## src/rtl/p2s_tx.sv

```systemverilog
// Parallel-to-serial transmitter: accepts a WIDTH-bit word on load/ready and
// shifts it out one bit per enabled clock, back-to-back words without a gap.
module p2s_tx #(
  parameter int unsigned WIDTH      = 8,
  parameter bit          MSB_FIRST  = 1'b1,
  parameter bit          IDLE_LEVEL = 1'b0
) (
  input  logic             clk,
  input  logic             rst,
  input  logic [WIDTH-1:0] parin,
  input  logic             load,
  input  logic             en,
  output logic             ready,
  output logic             serout,
  output logic             sout_valid,
  output logic             done
);

  localparam int unsigned    CW   = $clog2(WIDTH);
  localparam logic [CW-1:0]  LAST = CW'(WIDTH - 1);

  typedef enum logic {
    S_IDLE  = 1'b0,
    S_SHIFT = 1'b1
  } state_t;

  state_t           state_q, state_d;
  logic [WIDTH-1:0] shreg_q, shreg_d;
  logic [CW-1:0]    cnt_q, cnt_d;

  logic             last_bit;
  logic             accept;
  logic             out_bit;
  logic [WIDTH-1:0] shreg_shifted;

  // The output end of the shift register and the shift direction follow MSB_FIRST.
  generate
    if (MSB_FIRST) begin : g_msb
      assign out_bit       = shreg_q[WIDTH-1];
      assign shreg_shifted = {shreg_q[WIDTH-2:0], 1'b0};
    end else begin : g_lsb
      assign out_bit       = shreg_q[0];
      assign shreg_shifted = {1'b0, shreg_q[WIDTH-1:1]};
    end
  endgenerate

  assign last_bit = (cnt_q == LAST);
  assign accept   = load && ready;

  always_ff @(posedge clk or negedge rst) begin
    if (!rst) begin
      state_q <= S_IDLE;
      shreg_q <= '0;
      cnt_q   <= '0;
    end else begin
      state_q <= state_d;
      shreg_q <= shreg_d;
      cnt_q   <= cnt_d;
    end
  end

  always_comb begin
    state_d = state_q;
    case (state_q)
      S_IDLE: begin
        if (load) begin
          state_d = S_SHIFT;
        end
      end
      S_SHIFT: begin
        // A load in the done cycle chains the next word with no idle gap.
        if (done) begin
          state_d = load ? S_SHIFT : S_IDLE;
        end
      end
      default: state_d = S_IDLE;
    endcase
  end

  always_comb begin
    shreg_d = shreg_q;
    cnt_d   = cnt_q;
    if (accept) begin
      shreg_d = parin;
      cnt_d   = '0;
    end else if ((state_q == S_SHIFT) && en) begin
      shreg_d = shreg_shifted;
      cnt_d   = last_bit ? '0 : cnt_q + 1'b1;
    end
  end

  always_comb begin
    sout_valid = (state_q == S_SHIFT);
    done       = sout_valid && en && last_bit;
    ready      = (state_q == S_IDLE) || done;
    serout     = sout_valid ? out_bit : IDLE_LEVEL;
  end

endmodule

```

## config.mk

```make
export PLATFORM = sky130hd
export DESIGN_NAME = p2s_tx
export DESIGN_NICKNAME = d
export VERILOG_FILES = /design/src/rtl/p2s_tx.sv
export SDC_FILE = /design/constraint.sdc
export NUM_CORES = 1
export LEC_CHECK = 0
export BUFFER_PORTS_ARGS = -buffer_cell sky130_fd_sc_hd__buf_2
export CAP_MARGIN = 20
export CORE_AREA = 4 4 41 43
export CTS_CLUSTER_DIAMETER = 200
export DETAILED_ROUTE_END_ITERATION = 10
export DIE_AREA = 0 0 45 47
export GPL_ROUTABILITY_DRIVEN = 1
export GPL_TIMING_DRIVEN = 0
export PLACE_DENSITY = 0.81
export SLEW_MARGIN = 20
export SYNTH_ARGS = -nofsm -noshare
export SYNTH_HDL_FRONTEND = slang
export SYNTH_SLANG_ARGS = --single-unit
```

## constraint.sdc

```tcl
create_clock -name clk -period 3.2 [get_ports clk]
set_input_delay 0.48 -clock clk [delete_from_list [all_inputs] [get_ports clk]]
set_output_delay 0.48 -clock clk [all_outputs]
set_load 0.005 [all_outputs]
```

Yosys cells after proc, flatten, opt, wreduce, memory -nomap -nowiden
Index checks and enable logic that the tools add are counted.
{ "word_totals": {"regBits": 12, "latch_bits": 0, "ram_bits": 0, "rom_bits": 0, "in_bits": 12, "output_inout_bits": 4, "wordCells": 20, "memories": 0} }
{ "classes": {"add_sub_neg": 1, "multipliers": 0, "div": 0, "n_lt_le_gt_ge": 0, "eq_ne": 1, "n_shift": 0, "n_mux": 9, "bitwise": 1, "n_reduce_logical": 5} }
{ "ops": {"columns": ["cell", "n"], "rows": [
  ["$mux W8", 2],
  ["$mux W3", 3],
  ["$add A3 B1 Y3 const B", 1],
  ["$eq A3 B3 Y1 const B", 1],
  ["$logic_and A1 B1 Y1", 3],
  ["$mux W1", 3],
  ["$pmux W1 S2", 1],
  ["$reduce_bool A2 Y1", 1],
  ["$logic_or A1 B1 Y1", 1],
  ["$not A1 Y1", 1]
]} }

Longest topological paths before layout
{ "depth": {"depth_word": 5, "ltp_mapped": 6, "ltp_nobuf": 5} }

Least setup slack after synthesis
No wires, ideal clock.
{ "synth_path": {"kind": "reg-to-reg", "startpoint": "reg cnt_q[0]", "endpoint": "reg shreg_q[1]", "setup_ps": 126, "arrival_time_ps": 1497, "required_time_ps": 3074, "path_slack_ps": 1577, "path_stages_with_launch": 7, "n_path_buf": 1, "period_less_slack_ps": 1623, "path_cell_list": "dfrtp_1 -> ha_1 -> ha_1 -> a21bo_2 -> buf_6 -> and3_1 -> a221o_1"} }
{ "synth_via": {"elab_chain_cells": 5} }
{ "synth_rtl": {"columns": ["item", "line", "rtl"], "rows": [
  ["from (decl)", "29", "logic [CW-1:0] cnt_q, cnt_d;"],
  ["from (signal assigned)", "58", "cnt_q <= cnt_d;"],
  ["$eq A3 B3 Y1 (*)", "47", "assign last_bit = (cnt_q == LAST);"],
  ["$logic_and A1 B1 Y1 (*)", "94", "done = sout_valid && en && last_bit;"],
  ["$logic_or A1 B1 Y1 (*)", "95", "ready = (state_q == S_IDLE) || done;"],
  ["named net ready", "13", "output logic ready,"],
  ["$logic_and A1 B1 Y1 (*)", "48", "assign accept = load && ready;"],
  ["$mux W8 / $reduce_bool A2 Y1 (equally long branches)", null, null],
  ["to (signal assigned)", "57", "shreg_q <= shreg_d;"],
  ["to (decl)", "28", "logic [WIDTH-1:0] shreg_q, shreg_d;"]
]} }
The timed path passes the listed nets; every way through them passes the cells marked *.
A chain may end at the register's enable or synchronous reset.

Final worst setup path
{ "layout_path": {"startpoint": "reg cnt_q[0]", "endpoint": "out ready"} }
{ "layout_via": {"elab_chain_cells": 3} }
{ "layout_rtl": {"columns": ["item", "line"], "rows": [
  ["$eq A3 B3 Y1", "47"],
  ["$logic_and A1 B1 Y1", "94"],
  ["$logic_or A1 B1 Y1", "95"],
  ["to (decl)", "13"]
]} }
Every way passes these cells.

==> flow_metrics.py <==
metrics = {
    "layout": {
        "antenna_cells_inserted": 0,
        "final_util_pct": 58.1,
        "final_area_sq_um": 756,
        "layout-drive-gt1-share_pct": 33.3,
        "final_cell_count_no_fill": 87,
        "nNetsFinal": 87,
        "synth_to_layout_area_growth_pct": 20.8,
    },
    "routing": {
        "routed-via-count": 489,
        "drcViolationCount": 0,
        "avgViaCountPerCell": 5.62,
        "antenna_violating_nets_post_route": 0,
        "wl_microns": 1220,
        "wl_per_cell_microns": 14.0,
        "violation_count_after_the_first_detailed_route_iteration": 5,
        "drt_first_pass_iters": 4,
    },
    "logic_synthesis": {
        "synthesis.area_per_instance_sq_um": 11.8,
        "syn-num-nets": 67,
        "netlist_instances": 53,
        "yosysSeqAreaShare_pct": 48.0,
        "ys.warnings.count": 0,
        "synth.ff_latch_count": 12,
        "synth_cell_types": 18,
        "mappedNetlistArea_sq_um": 626,
    },
    "timing": {
        "grt_setup_unrepaired": "false",
        "finalMaxSlewViolations": 0,
        "timing.slew.headroom_pct": 70.6,
        "timing.final.crit_share_pct": 64.3,
        "maximum_clock_rate_mhz": 486,
        "setup_tns_ns": 0,
        "fin_skew_ns": 0.000961,
        "finalSetupViolations": 0,
        "hold_violations": 0,
        "worst_pin_slew_ns": 0.432,
        "fin_crit_ns": 2.06,
        "final_critical_path_setup_slack_ns": 1.14,
        "final.hold.worst_slack_ns": 0.0623,
    },
    "clock_network": {
        "max-clock-path-buffers": 2,
        "clock_latency_reported_for_the_late_side_of_the_worst_skew_pair_ns": 0.28,
        "postCtsResizedCells": 0,
        "cts_hold_buffers": 0,
        "clk_pin_slew_ns": 0.08,
        "cts_tree": "yes",
        "cts_setup_buffers": 0,
        "ctsHtreeMaxLevel": 1,
        "root_buffer": "sky130_fd_sc_hd__clkbuf_4",
        "cts_made_buffers": 3,
        "cts_sinks": 12,
    },
    "critical_path": {
        "maximum_fanout_along_the_worst_path": 10,
        "critical-path-slowest-cell": "sky130_fd_sc_hd__dfrtp_1",
        "crit_top_cell": "sky130_fd_sc_hd__ha_1",
        "worst_ep_required_time_ns": 2.72,
        "crit_family": "adder cells",
        "worstSetupPathType": "reg -> out",
        "timing.critical_path.slowest_cell_delay_ns": 0.41,
        "cp-end-kind": "output pin",
        "cp.buffers_inverters": 2,
        "timing.critical_path.cells": "ha_1 -> ha_1 -> a21bo_2 -> buf_6 -> buf_2",
        "critical_path_arrival_ns": 1.58,
        "reg2reg_slack_ns": 1.47,
        "critical_path.startpoint_type": "register",
    },
    "grt": {
        "grt_most_used_layer": "met2",
        "grtUsageMet3_pct": 3.45,
        "grt_pass1_wl_microns": 2010,
        "grt_start_max_net_pins": 13,
        "gr-total-overflow": 0,
        "grt_util_all_layers_pct": 13.4,
        "groute.layer.met1.usage_pct": 18.2,
        "antenna_found_initial": 0,
        "grtUsageMet2_pct": 18.9,
        "via_count_of_the_first_global_routing_pass": 442,
    },
    "die": {
        "die_area_sq_um": 2120,
        "rows": 13,
        "initial_core_util_pct": 48.1,
        "coreArea_sq_um": 1300,
        "pin_count": 16,
        "die_width_microns": 45,
        "floorplan.die.height_microns": 47,
    },
    "placed_design": {
        "gpl.final_weighted_congestion": 0.702,
        "input_output_buffers": 15,
        "placed_area_sq_um": 719,
        "post-place-ws_ns": 1.45,
        "detail_placement_hpwl_microns": 916,
        "dpl.cell_count": 83,
    },
    "pwr": {
        "irDropWorstVdd_mv": 0.364,
        "power.total_mw": 0.534,
        "cellLeakagePower_nw": 0.423,
        "cellPowerDensity_nw_per_um2": 707,
    },
    "outcome": {
        "run_status": "finished, final reports clean",
    },
    "worst_hold_path": {
        "hold_path.class": "in -> async",
    },
    "job": {
        "max_cap_violation_count": 0,
    },
}
kinds of logic after synthesis:
group / share of synthesized area (%)
multiplexers: 4.00
flip-flops: 48.0
AND/OR/NAND/NOR: 22.2
buffers and inverters: 3.20
AO/OA/AOI/OAI: 18.6
adder cells (fa/ha/maj): 4.00
worst paths after layout:
kind                            start          to  depth (start not counted)
setup / recovery             cnt_q[0]       ready                          5
hold / removal                    rst    cnt_q[0]                          1
setup reg to reg             cnt_q[0]  shreg_q[3]                          6
hold reg to reg            shreg_q[0]  shreg_q[0]                          1
max in group asynchronous         rst  shreg_q[2]                          1
min in group clk             parin[0]  shreg_q[0]                          2
report_power, final:
part,internal [mW],total [mW],switching [mW]
logic,0.106,0.170,0.0646
registers,0.206,0.241,0.0347
clock network,0.0692,0.123,0.0540
total,0.381,0.534,0.153
area by class of cell:
type                            count  area (sq um)
Sequential cell                    12           300
Tap cell                           15          18.8
Buffer                              3          20.0
Fill cell                         129           546
Timing Repair Buffer               15          75.1
Clock buffer                        4          36.3
Multi-Input combinational cell     38           305
per-layer routing:
metal / routed length, microns / part of all wire (%)
met1: 550 / 45
met2: 564 / 46
met3: 83 / 6.8
met4: 21 / 1.7
met5: 0 / 0
synth_stat cells:
cell	count	area share [%]
sky130_fd_sc_hd__mux2_2	1	1.8
sky130_fd_sc_hd__and3_1	8	8.0
sky130_fd_sc_hd__nand2b_1	1	1.0
sky130_fd_sc_hd__nor2_1	2	1.2
sky130_fd_sc_hd__and2_1	1	1.0
sky130_fd_sc_hd__clkbuf_1	1	0.60
sky130_fd_sc_hd__a221o_1	7	11
sky130_fd_sc_hd__nand2_1	1	0.60
sky130_fd_sc_hd__and2b_1	7	8.4
sky130_fd_sc_hd__buf_2	1	0.80
sky130_fd_sc_hd__ha_1	2	4.0
sky130_fd_sc_hd__a21bo_2	1	1.6
sky130_fd_sc_hd__buf_6	1	1.8
sky130_fd_sc_hd__a22o_1	3	4.2
sky130_fd_sc_hd__a32o_1	1	1.6
sky130_fd_sc_hd__nor2b_1	2	2.0
sky130_fd_sc_hd__mux2i_2	1	2.2
sky130_fd_sc_hd__dfrtp_1	12	48
flip-flops by register name (all words and copies together) (netlist names):
name        cells
shreg_q         8
cnt_q           3
sout_valid      1
cell usage in the layout (no fill, tap or decap):
cell type,n
sky130_fd_sc_hd__nand2b_1,1
sky130_fd_sc_hd__and2_1,1
sky130_fd_sc_hd__a32o_1,1
sky130_fd_sc_hd__buf_6,1
sky130_fd_sc_hd__nor2b_1,2
sky130_fd_sc_hd__a221o_1,7
sky130_fd_sc_hd__a21bo_2,1
sky130_fd_sc_hd__a22o_1,3
sky130_fd_sc_hd__buf_2,16
sky130_fd_sc_hd__mux2_2,1
sky130_fd_sc_hd__dfrtp_1,12
sky130_fd_sc_hd__ha_1,2
sky130_fd_sc_hd__and3_1,8
sky130_fd_sc_hd__nor2_1,2
sky130_fd_sc_hd__nand2_1,1
sky130_fd_sc_hd__mux2i_2,1
sky130_fd_sc_hd__clkbuf_4,3
sky130_fd_sc_hd__clkbuf_1,1
sky130_fd_sc_hd__and2b_1,7
sky130_fd_sc_hd__clkbuf_8,1
No activity file was read; power rests on OpenSTA's default activity.
